[config.mk]
export PLATFORM = sky130hd
export DESIGN_NAME = global_trigger_ctrl_flat
export DESIGN_NICKNAME = d
export VERILOG_FILES = /design/src/rtl/global_trigger_ctrl_pkg.sv /design/src/rtl/global_trigger_ctrl_if.sv /design/src/rtl/global_trigger_ctrl_rr_arbiter.sv /design/src/rtl/global_trigger_ctrl.sv /design/src/flat_wrapper.sv
export SDC_FILE = /design/constraint.sdc
export NUM_CORES = 1
export LEC_CHECK = 0
export CORE_MARGIN = 10
export CORE_UTILIZATION = 44
export DETAILED_ROUTE_END_ITERATION = 10
export GPL_ROUTABILITY_DRIVEN = 0
export HOLD_SLACK_MARGIN = 0.02
export PLACE_DENSITY = 0.83
export SYNTH_ARGS = -nofsm -noshare
export SYNTH_HDL_FRONTEND = slang
export SYNTH_SLANG_ARGS = --single-unit
export TNS_END_PERCENT = 10
[constraint.sdc]
create_clock -name rx_std_clkout -period 3.28 [get_ports rx_std_clkout]
set_clock_uncertainty 0.05 [all_clocks]
set_input_delay 0.82 -clock rx_std_clkout [delete_from_list [all_inputs] [get_ports rx_std_clkout]]
set_output_delay 0.82 -clock rx_std_clkout [all_outputs]
set_load 0.02 [all_outputs]
[src/rtl/global_trigger_ctrl_pkg.sv]
// Shared constants for the global trigger scheduler and the Thresholder frame format.
package global_trigger_pkg;
    localparam int CNT_W = 16;

    localparam logic [15:0] START_WORD = 16'hDEAD;
    localparam logic [15:0] END_WORD   = 16'h7FFF;

    typedef logic [1:0] trig_state_t;
    localparam trig_state_t IDLE     = 2'd0;
    localparam trig_state_t HOLD     = 2'd1;
    localparam trig_state_t DEAD     = 2'd2;
    localparam trig_state_t WAIT_ACK = 2'd3;
endpackage

[src/rtl/global_trigger_ctrl_if.sv]
// Trigger record handshake towards the downstream readout.
interface global_trigger_ctrl_if #(
    parameter int N_CH = 4,
    parameter int TS_W = 16
);
    localparam int IDX_W = $clog2(N_CH);

    logic             trig_valid;
    logic             trig_ready;
    logic [IDX_W-1:0] trig_ch;
    logic [TS_W-1:0]  trig_ts;
    logic [N_CH-1:0]  trig_mask;

    modport master (output trig_valid, trig_ch, trig_ts, trig_mask, input trig_ready);
    modport slave  (input trig_valid, trig_ch, trig_ts, trig_mask, output trig_ready);
endinterface

[src/rtl/global_trigger_ctrl_rr_arbiter.sv]
// Combinational round-robin pick: first request at or above rr_ptr, wrapping.
module rr_arbiter #(
    parameter int N_CH  = 4,
    parameter int IDX_W = $clog2(N_CH)
) (
    input  logic [N_CH-1:0]  req,
    input  logic [IDX_W-1:0] rr_ptr,
    output logic [N_CH-1:0]  gnt,
    output logic [IDX_W-1:0] gnt_idx
);
    int               j;
    logic [IDX_W-1:0] jj;

    // Scan from the farthest offset down so the nearest request wins last.
    always_comb begin
        gnt     = '0;
        gnt_idx = '0;
        j       = 0;
        jj      = '0;
        for (int i = N_CH - 1; i >= 0; i--) begin
            j = int'(rr_ptr) + i;
            if (j >= N_CH) j = j - N_CH;
            jj = IDX_W'(j);
            if (req[jj]) begin
                gnt     = N_CH'(1) << jj;
                gnt_idx = jj;
            end
        end
    end
endmodule

[src/rtl/global_trigger_ctrl.sv]
// Global trigger scheduler: round-robin grant, flag hold window, dead time, record handshake.
// Optional TRIG_COUNTER_EN adds saturating accepted/lost counters.
module global_trigger_ctrl
    import global_trigger_pkg::*;
#(
    parameter int N_CH        = 4,
    parameter int TS_W        = 16,
    parameter int HOLD_CYCLES = 128,
    parameter int DEAD_CYCLES = 16
) (
    input  logic                 rx_std_clkout,
    input  logic                 rst_n,
    input  logic [N_CH-1:0]      ch_set_trigger,
    input  logic [N_CH*TS_W-1:0] ch_time_stamp,
    input  logic [N_CH-1:0]      ch_enable,
    output logic                 Global_trigger_flag,
    output logic                 busy,
    global_trigger_ctrl_if.master rec
`ifdef TRIG_COUNTER_EN
    ,
    output logic [CNT_W-1:0]     trig_count,
    output logic [CNT_W-1:0]     lost_count
`endif
);
    localparam int IDX_W = $clog2(N_CH);
    localparam logic [CNT_W-1:0] HOLD_LOAD = CNT_W'(HOLD_CYCLES);
    localparam logic [CNT_W-1:0] DEAD_LOAD = CNT_W'(DEAD_CYCLES);

    trig_state_t      state_q, state_d;
    logic [CNT_W-1:0] cnt_q, cnt_d;
    logic [IDX_W-1:0] rr_ptr_q, rr_ptr_d, ch_q, ch_d;
    logic [TS_W-1:0]  ts_q, ts_d, ts_sel;
    logic [N_CH-1:0]  mask_q, mask_d;
    logic             valid_q, valid_d;
    logic [N_CH-1:0]  req, gnt;
    logic [IDX_W-1:0] gnt_idx;
    logic             accept;

    assign req    = ch_set_trigger & ch_enable;
    assign accept = valid_q & rec.trig_ready;

    rr_arbiter #(.N_CH(N_CH), .IDX_W(IDX_W)) u_arb (
        .req     (req),
        .rr_ptr  (rr_ptr_q),
        .gnt     (gnt),
        .gnt_idx (gnt_idx)
    );

    always_comb begin
        ts_sel = '0;
        for (int i = 0; i < N_CH; i++)
            if (gnt[i]) ts_sel = ts_sel | ch_time_stamp[i*TS_W +: TS_W];
    end

    // valid_d already reflects an acceptance this cycle, so the exit decisions use it directly.
    always_comb begin
        state_d  = state_q;
        cnt_d    = cnt_q;
        rr_ptr_d = rr_ptr_q;
        ch_d     = ch_q;
        ts_d     = ts_q;
        mask_d   = mask_q;
        valid_d  = valid_q & ~rec.trig_ready;
        case (state_q)
            IDLE: if (|req) begin
                state_d  = HOLD;
                cnt_d    = HOLD_LOAD;
                ch_d     = gnt_idx;
                ts_d     = ts_sel;
                mask_d   = req;
                valid_d  = 1'b1;
                rr_ptr_d = (gnt_idx == IDX_W'(N_CH - 1)) ? '0 : gnt_idx + 1'b1;
            end
            HOLD: if (cnt_q == CNT_W'(1)) begin
                if (DEAD_CYCLES == 0) begin
                    state_d = valid_d ? WAIT_ACK : IDLE;
                end else begin
                    state_d = DEAD;
                    cnt_d   = DEAD_LOAD;
                end
            end else begin
                cnt_d = cnt_q - 1'b1;
            end
            DEAD: if (cnt_q == CNT_W'(1)) state_d = valid_d ? WAIT_ACK : IDLE;
                  else cnt_d = cnt_q - 1'b1;
            WAIT_ACK: if (!valid_d) state_d = IDLE;
            default: state_d = IDLE;
        endcase
    end

    always_ff @(posedge rx_std_clkout or negedge rst_n) begin
        if (!rst_n) begin
            state_q  <= IDLE;
            cnt_q    <= '0;
            rr_ptr_q <= '0;
            ch_q     <= '0;
            ts_q     <= '0;
            mask_q   <= '0;
            valid_q  <= 1'b0;
        end else begin
            state_q  <= state_d;
            cnt_q    <= cnt_d;
            rr_ptr_q <= rr_ptr_d;
            ch_q     <= ch_d;
            ts_q     <= ts_d;
            mask_q   <= mask_d;
            valid_q  <= valid_d;
        end
    end

    assign Global_trigger_flag = (state_q == HOLD);
    assign busy                = (state_q != IDLE);
    assign rec.trig_valid      = valid_q;
    assign rec.trig_ch         = ch_q;
    assign rec.trig_ts         = ts_q;
    assign rec.trig_mask       = mask_q;

`ifdef TRIG_COUNTER_EN
    logic [CNT_W-1:0] trig_count_q, trig_count_d, lost_count_q, lost_count_d;

    always_comb begin
        trig_count_d = trig_count_q;
        lost_count_d = lost_count_q;
        if (accept && trig_count_q != '1) trig_count_d = trig_count_q + 1'b1;
        if ((|req) && state_q != IDLE && lost_count_q != '1) lost_count_d = lost_count_q + 1'b1;
    end

    always_ff @(posedge rx_std_clkout or negedge rst_n) begin
        if (!rst_n) begin
            trig_count_q <= '0;
            lost_count_q <= '0;
        end else begin
            trig_count_q <= trig_count_d;
            lost_count_q <= lost_count_d;
        end
    end

    assign trig_count = trig_count_q;
    assign lost_count = lost_count_q;
`else
    logic unused_accept;
    assign unused_accept = accept;
`endif
endmodule
[src/flat_wrapper.sv]
// flat-port wrapper written by rule: the top's interface ports become plain ports
module global_trigger_ctrl_flat import global_trigger_pkg::*;
#(
    parameter int N_CH        = 4,
    parameter int TS_W        = 16,
    parameter int HOLD_CYCLES = 128,
    parameter int DEAD_CYCLES = 16
)
  (rx_std_clkout, rst_n, ch_set_trigger, ch_time_stamp, ch_enable, Global_trigger_flag, busy, rec_trig_valid, rec_trig_ch, rec_trig_ts, rec_trig_mask, rec_trig_ready);
  global_trigger_ctrl_if #(.N_CH(N_CH), .TS_W(TS_W)) rec_i ();
  input  logic rx_std_clkout;
  input  logic rst_n;
  input  logic [N_CH-1:0] ch_set_trigger;
  input  logic [N_CH*TS_W-1:0] ch_time_stamp;
  input  logic [N_CH-1:0] ch_enable;
  output logic Global_trigger_flag;
  output logic busy;
  output wire logic [$bits(rec_i.trig_valid)-1:0] rec_trig_valid;
  output wire logic [$bits(rec_i.trig_ch)-1:0] rec_trig_ch;
  output wire logic [$bits(rec_i.trig_ts)-1:0] rec_trig_ts;
  output wire logic [$bits(rec_i.trig_mask)-1:0] rec_trig_mask;
  input wire logic [$bits(rec_i.trig_ready)-1:0] rec_trig_ready;
  assign rec_trig_valid = rec_i.trig_valid;
  assign rec_trig_ch = rec_i.trig_ch;
  assign rec_trig_ts = rec_i.trig_ts;
  assign rec_trig_mask = rec_i.trig_mask;
  assign rec_i.trig_ready = rec_trig_ready;
  global_trigger_ctrl #(.N_CH(N_CH), .TS_W(TS_W), .HOLD_CYCLES(HOLD_CYCLES), .DEAD_CYCLES(DEAD_CYCLES)) u_core (.rx_std_clkout(rx_std_clkout), .rst_n(rst_n), .ch_set_trigger(ch_set_trigger), .ch_time_stamp(ch_time_stamp), .ch_enable(ch_enable), .Global_trigger_flag(Global_trigger_flag), .busy(busy), .rec(rec_i));
endmodule
==> metrics.cfg, run 1 <==
[run_status]
status = completed

[worst_setup_path]
r2r_end = u_core.rec.trig_ts[3]
cp_max_fo = 10
worstPathArrival_ps = 3280
worstSetupStartpointType = input pin
crit-reg2reg-launch = u_core.rr_ptr_q[0]
crit_start = ch_set_trigger[0]
reg2reg_setup_slack_ps = 460
cp-end-kind = register
crit_type = in2reg
cp.required_ps = 3400
endpoint = u_core.rec.trig_ts[3]
r2r_cells = 10

[sta]
slew_violations = 0
fmax_mhz = 317
maxSlewHeadroom_pct = 34.6
final.setup.tns_ps = 0
whs_ps = 437
worst_pin_slew_ps = 981
rsz0062_at_grt = no
finalHoldViolCount = 0
setup_viol = 0
min_period_over_period_pct = 96.3
layout_min_cycle_time_ps = 3160

[route]
wl_um = 9150
dr.pass1.iters = 6
drc_errors = 0
via_per_inst = 5.79
wl_per_cell_um = 18.8
first_iter_violations = 254
ant_nets = 0
vias = 2812

[pwr]
power_density_nw_per_um2 = 1030
peakVddDrop_mv = 0.666
leakage_nw = 1.66
totalPowerFinal_mw = 4.10

[global_routing]
grt_pass1_vias = 2804
grt_pass1_wl_um = 14400
grt_max_degree = 44
grt_antenna_before_repair = 0
grt-ovfl-total = 0
grtUsageTotal_pct = 18.2

[clock_network]
cts_tree = built
cts_buffers = 5
clk_pin_slew_worst_paths_ps = 80
clkLatencyLatePin_ps = 300
cts_sinks = 43
htree_levels = 2
clk_path_buf_depth = 2
cts-root-buf = clkbuf_8

[yosys]
syn-num-nets = 380
synthCells = 293
syn_area_sq_um = 2630
synth_seq_area_share_pct = 40.9
ys_types = 44
yosys_register_bits = 43
syn_avg_cell_area_sq_um = 8.97
ys.warnings.count = 0

[floorplanning]
io_pins = 100
die_x_um = 97.3
die_h_um = 97.3
die_area_sq_um = 9470
start_util_pct = 44.9
core_sq_um = 5850
floorplan.rows = 28

[run]
maxCapViolCount = 0

[layout]
fillers = 447
register_area_sq_um = 1080
diodes = 0
fin_util_pct = 68.0
layout-drive-gt1-share_pct = 11.7
multi_input_area_sq_um = 1490
final_nets = 498
area_delta_synth_final_pct = 51.4

[place]
io_buffers = 99
hpwl_um = 7220

[min_path]
min_path_type = reg2reg

[layout by cell type (no fill, tap or decap), types with 6 or more instances in the layout]
cell and count:
o21ai_0 15, clkbuf_8 6, buf_4 22, a21oi_1 40, inv_1 9, ha_1 12
xnor2_1 7, dfrtp_1 43, nand2_1 22, nor2_1 38, or3_1 7, a222oi_1 16
clkdlybuf4s50_1 98
[registers in the layout (all words and copies together), names as in the netlist]
register               flops
u_core.rr_ptr_q            2
u_core.cnt_q              16
u_core.rec.trig_mask       4
u_core.rec.trig_ch         2
u_core.rec.trig_ts        16
u_core.state_q             2
u_core.rec.trig_valid      1
[per-layer routing]
metal	wire length (um)	up-vias	global-route usage, %
met5	0	-	0
met4	101	0	3.69
met3	831	11	5.26
met2	4440	140	31.2
met1	3780	1333	22.1
li1	-	1328	-
[worst max-delay path, stage by stage]
cell	delay (ps)
clkdlybuf4s50_1	470
and2_1	220
mux4_2	490
nand2b_1	200
buf_4	150
a221oi_2	200
nor2_1	100
buf_4	180
a222oi_1	330
a21oi_1	120
[through the flow]
stage	area, sq um	setup WS [ps]	cells
after floorplan	2630	342	293
after global placement	3870	-310	479
after detailed placement	3870	-345	479
after CTS	3960	48.4	486
after global routing	3980	10.8	486
final	3980	121	486
[Yosys cell counts]
cell      count  area share (%)
dfrtp_1      43              41
nor2_1       41             5.9
a21oi_1      40             7.6
nand2_1      22             3.1
a222oi_1     16             6.1
o21ai_0      15             2.9
ha_1         12             5.7
clkbuf_1     11             1.6
inv_1         9             1.3
or3_1         7             1.7
xnor2_1       7             2.3
a221oi_1      6             2.0
nand2b_1      5             1.2
nor3_1        5            0.95
and2_1        4            0.95
o22ai_1       4            0.95
xor2_1        4             1.3
nor4_1        3            0.71
a21o_1        2            0.57
a31oi_1       2            0.48
mux2_2        2            0.86
mux4_2        2             1.7
nand4b_1      2            0.67
nor2b_1       2            0.48
o21a_1        2            0.57
o221ai_1      2            0.67
o31ai_1       2            0.57
o41ai_1       2            0.67
or2_2         2            0.48
or3_4         2            0.86
or4_1         2            0.57
a21boi_0      1            0.29
a22oi_1       1            0.29
a32o_1        1            0.38
a41oi_1       1            0.33
and3_1        1            0.24
and4_1        1            0.33
buf_2         1            0.19
inv_2         1            0.14
nand3_1       1            0.19
o211ai_1      1            0.29
o21bai_1      1            0.29
o31a_1        1            0.33
or4_4         1            0.43
[timing repair]
item,4_1_cts,5_1_grt
hold buffers,0,0
setup buffers,0,0
gates resized for setup,1,5
gates cloned,0,0
pin swaps,0,2
setup endpoints to repair,7,16
[layout make-up]
cell class	instances	area share, %
Inverter	10	0.943
Clock buffer	6	2.07
Timing Repair Buffer	123	29.9
Sequential cell	43	27.0
Multi-Input combinational cell	228	37.5
Tap cell	75	2.36
Clock inverter	1	0.126
[where the power goes]
part	internal [mW]	total, mW	switching, mW
combinational	1.29	2.81	1.53
clock	0.165	0.340	0.175
sequential	0.771	0.945	0.174
[worst min-delay path by stage]
| stage | start | end | depth (start not counted) |
|---|---|---|---|
| 4_1_cts | u_core.rec.trig_mask[1] | u_core.rec.trig_mask[1] | 2 |
| 6_report | u_core.rec.trig_mask[1] | u_core.rec.trig_mask[1] | 2 |
| 3_3_place_gp | u_core.rec.trig_mask[0] | u_core.rec.trig_mask[0] | 2 |
| 2_1_floorplan | u_core.cnt_q[7] | u_core.cnt_q[7] | 1 |
| 3_5_place_dp | u_core.rec.trig_mask[1] | u_core.rec.trig_mask[1] | 2 |
| 5_1_grt | u_core.rec.trig_mask[0] | u_core.rec.trig_mask[0] | 2 |
[kinds of logic (layout without fill, tap and decap cells)]
logic type | Yosys count | count (layout) | synth area share, %
multiplexers | 4 | 4 | 2.57
XOR/XNOR | 11 | 11 | 3.66
AO/OA/AOI/OAI | 100 | 100 | 25.2
AND/OR/NAND/NOR | 101 | 101 | 18.7
adder cells (fa/ha/maj) | 12 | 12 | 5.71
buffers and inverters | 22 | 140 | 3.19
flip-flops | 43 | 43 | 40.9
No activity file was read; power rests on OpenSTA's default activity.
==> run 2: changes to the inputs <==
--- a/config.mk
+++ b/config.mk
@@ -11,6 +11,7 @@
 export GPL_ROUTABILITY_DRIVEN = 0
 export HOLD_SLACK_MARGIN = 0.02
 export PLACE_DENSITY = 0.83
+export SETUP_SLACK_MARGIN = 0.4
 export SYNTH_ARGS = -nofsm -noshare
 export SYNTH_HDL_FRONTEND = slang
 export SYNTH_SLANG_ARGS = --single-unit
==> run 2 against run 1 <==
  * Sequential power barely moved
  * Maximum frequency rose by 13%
  * Global-route usage rose by 0.23 points
  * Largest power group unchanged
  * Setup slack improved by 370 ps
  * Die area did not move
  * Register-to-register slack improved by 110 ps
  * Combinational power rose by 2%
==> metrics.cfg, run 2 (synthesis gave the netlist of run 1 again) <==
[floorplanning]
die_area_sq_um = 9470  ; unchanged
die_x_um = 97.3  ; unchanged
io_pins = 100  ; unchanged
start_util_pct = 44.9  ; unchanged
die_h_um = 97.3  ; unchanged
floorplan.rows = 28  ; unchanged
core_sq_um = 5850  ; unchanged

[clock_network]
htree_levels = 2  ; unchanged
clk_path_buf_depth = 2  ; unchanged
ctsHoldBuffers = 0  ; unchanged
clkLatencyLatePin_ps = 310  ; was 300 ps
cts_buffers = 5  ; unchanged
cts-root-buf = clkbuf_8  ; unchanged
cts_sinks = 43  ; unchanged
cts_tree = built  ; unchanged
clk_pin_slew_worst_paths_ps = 80  ; about the same

[run_status]
status = completed  ; unchanged

[worst_setup_path]
cp-end-kind = output port  ; was register
cp_num_cells = 4  ; was 10
worstPathArrival_ps = 1920  ; was 3280 ps
critPathMostFrequentCell = inv_1  ; was buf_4
endpoint = busy  ; was u_core.rec.trig_ts[3]
timing.critical_path.buf_inv = 3  ; unchanged
cp_top_family = buffers and inverters  ; unchanged
crit-reg2reg-launch = u_core.rr_ptr_q[0]  ; unchanged
cp.required_ps = 2410  ; was 3400 ps
max_stage_delay_ps = 640  ; was 490 ps
reg2reg_setup_slack_ps = 570  ; was 460 ps
crit_start = u_core.state_q[0]  ; was ch_set_trigger[0]
crit_type = reg2out  ; was in2reg
cpMaxStageDelayCell = clkdlybuf4s50_1  ; was mux4_2
r2r_end = u_core.rr_ptr_q[1]  ; was u_core.rec.trig_ts[3]
r2r_cells = 9  ; was 10
worstSetupStartpointType = register  ; was input pin
cp_max_fo = 6  ; was 10
cp_cell_sequence = inv_1 > ha_1 > inv_1 > clkdlybuf4s50_1  ; was clkdlybuf4s50_1 > and2_1 > mux4_2 > nand2b_1 > buf_4 > a221oi_2 > nor2_1 > buf_4 > a222oi_1 > a21oi_1

[sta]
maxSlewHeadroom_pct = 35.4  ; was 34.6%
finalHoldViolCount = 0  ; unchanged
fmax_mhz = 358  ; was 317 MHz
slew_violations = 0  ; unchanged
rsz0062_at_grt = yes  ; was no
final.setup.tns_ps = 0  ; unchanged
setup_viol = 0  ; unchanged
worst_pin_slew_ps = 970  ; was 981 ps
min_period_over_period_pct = 85.1  ; was 96.3%
setup_ws_ps = 488  ; was 121 ps
layout_min_cycle_time_ps = 2790  ; was 3160 ps

[pwr]
peakVddDrop_mv = 0.617  ; was 0.666 mV
leakage_nw = 1.73  ; was 1.66 nW
totalPowerFinal_mw = 4.16  ; was 4.10 mW
power_density_nw_per_um2 = 1030  ; about the same

[layout]
layout-drive-gt1-share_pct = 14.3  ; was 11.7%
layout_common_cells = clkdlybuf4s50_1, dfrtp_1, a21oi_1  ; unchanged
design_area_sq_um = 4050  ; was 3980 sq um
fillers = 465  ; was 447
area_delta_synth_final_pct = 54.0  ; was 51.4%
diodes = 0  ; unchanged
layout_commonest_cell = clkdlybuf4s50_1  ; unchanged
fin_util_pct = 69.2  ; was 68.0%
final_nets = 499  ; was 498

[place]
io_buffers = 99  ; unchanged
postPlaceCellArea_sq_um = 3830  ; was 3870 sq um
hpwl_um = 7080  ; was 7220 um
place_ws_ps = -415  ; was -345 ps

[global_routing]
grt-ovfl-total = 0  ; unchanged
grtUsageTotal_pct = 18.4  ; was 18.2%
grt_pass1_vias = 2743  ; was 2804
grt_pass1_wl_um = 14600  ; was 14400 um
grt_antenna_before_repair = 0  ; unchanged
grt_max_degree = 44  ; unchanged

[route]
via_per_inst = 5.85  ; was 5.79
drc_errors = 0  ; unchanged
ant_nets = 0  ; unchanged
dr.pass1.iters = 6  ; unchanged
wl_um = 9400  ; was 9150 um
first_iter_violations = 258  ; was 254
vias = 2853  ; was 2812
wl_per_cell_um = 19.3  ; was 18.8 um

[run]
maxCapViolCount = 0  ; unchanged

[min_path]
hp-start = u_core.rec.trig_ch[1]  ; was u_core.rec.trig_mask[1]
min_path_type = reg2reg  ; unchanged

-- run 2: cell count changes in the layout (fill, tap and decap cells not counted), moves of 2 or more --
cell             delta
dlymetal6s2s_1      +6
and2_1              -4
nand2_2             +2
nor2_4              +2
buf_4               +3
dlygate4sd2_1       +2
a221oi_1            -2
nand2_1             -2
clkinvlp_4          +2
and2_4              +4
clkdlybuf4s50_1     -8
buf_12              -2
nor2_2              -3
-- run 2: metal layers --
| metal | wire length (um) | share of wire, % | vias up | global-route usage (%) |
|---|---|---|---|---|
| met1 | 4030 | 43 | 1352 | 23.5 |
| met3 | 817 | 8.7 | 22 | 4.77 |
| met4 | 172 | 1.8 | 0 | 3.47 |
| met2 | 4380 | 47 | 143 | 30.8 |
| li1 | - | - | 1336 | - |
| met5 | 0 | 0 | - | 0 |
-- run 2: layout make-up --
| type | count | area, sq um | share of cell area, % |
|---|---|---|---|
| multi-input cells | 228 | 1560 | 38.6 |
| flip-flops and latches | 43 | 1080 | 26.6 |
| repair buffers | 124 | 1190 | 29.3 |
| inverters | 10 | 37.5 | 0.927 |
| clock inverters | 3 | 23.8 | 0.587 |
| well taps | 75 | 93.8 | 2.32 |
| clock buffers | 5 | 68.8 | 1.70 |
-- run 2: stage by stage --
step	hold slack, ps	instances
floorplan	439	293
global placement	416	476
detailed placement	427	476
CTS	449	486
global route	475	488
finish	446	488
-- run 2: repair_timing --
| action | CTS | global route |
|---|---|---|
| endpoints found under the setup margin | 16 | 21 |
| resized for setup | 11 | 16 |
| buffers inserted | 2 | 2 |
| pin swaps | 6 | 6 |
-- run 2: power by group --
part	total (mW)	switching [mW]	internal, mW
Combinational	2.87	1.58	1.29
Sequential	0.945	0.175	0.770
Clock	0.351	0.198	0.152
Total	4.16	1.95	2.21
-- run 2: worst min path at each step --
stage | end | slack, ps | cells past startpoint
floorplan | u_core.cnt_q[7] | 440 | 1
global placement | u_core.rec.trig_mask[0] | 420 | 2
detailed placement | u_core.rec.trig_ch[1] | 430 | 2
CTS | u_core.rec.trig_mask[0] | 450 | 2
global route | u_core.rec.trig_mask[0] | 470 | 2
finish | u_core.rec.trig_ch[1] | 450 | 2
-- run 2: worst min-delay path, stage by stage (launching register included) --
cell and delay (ps):
dfrtp_1 360, nand2_1 50, nand2_1 50
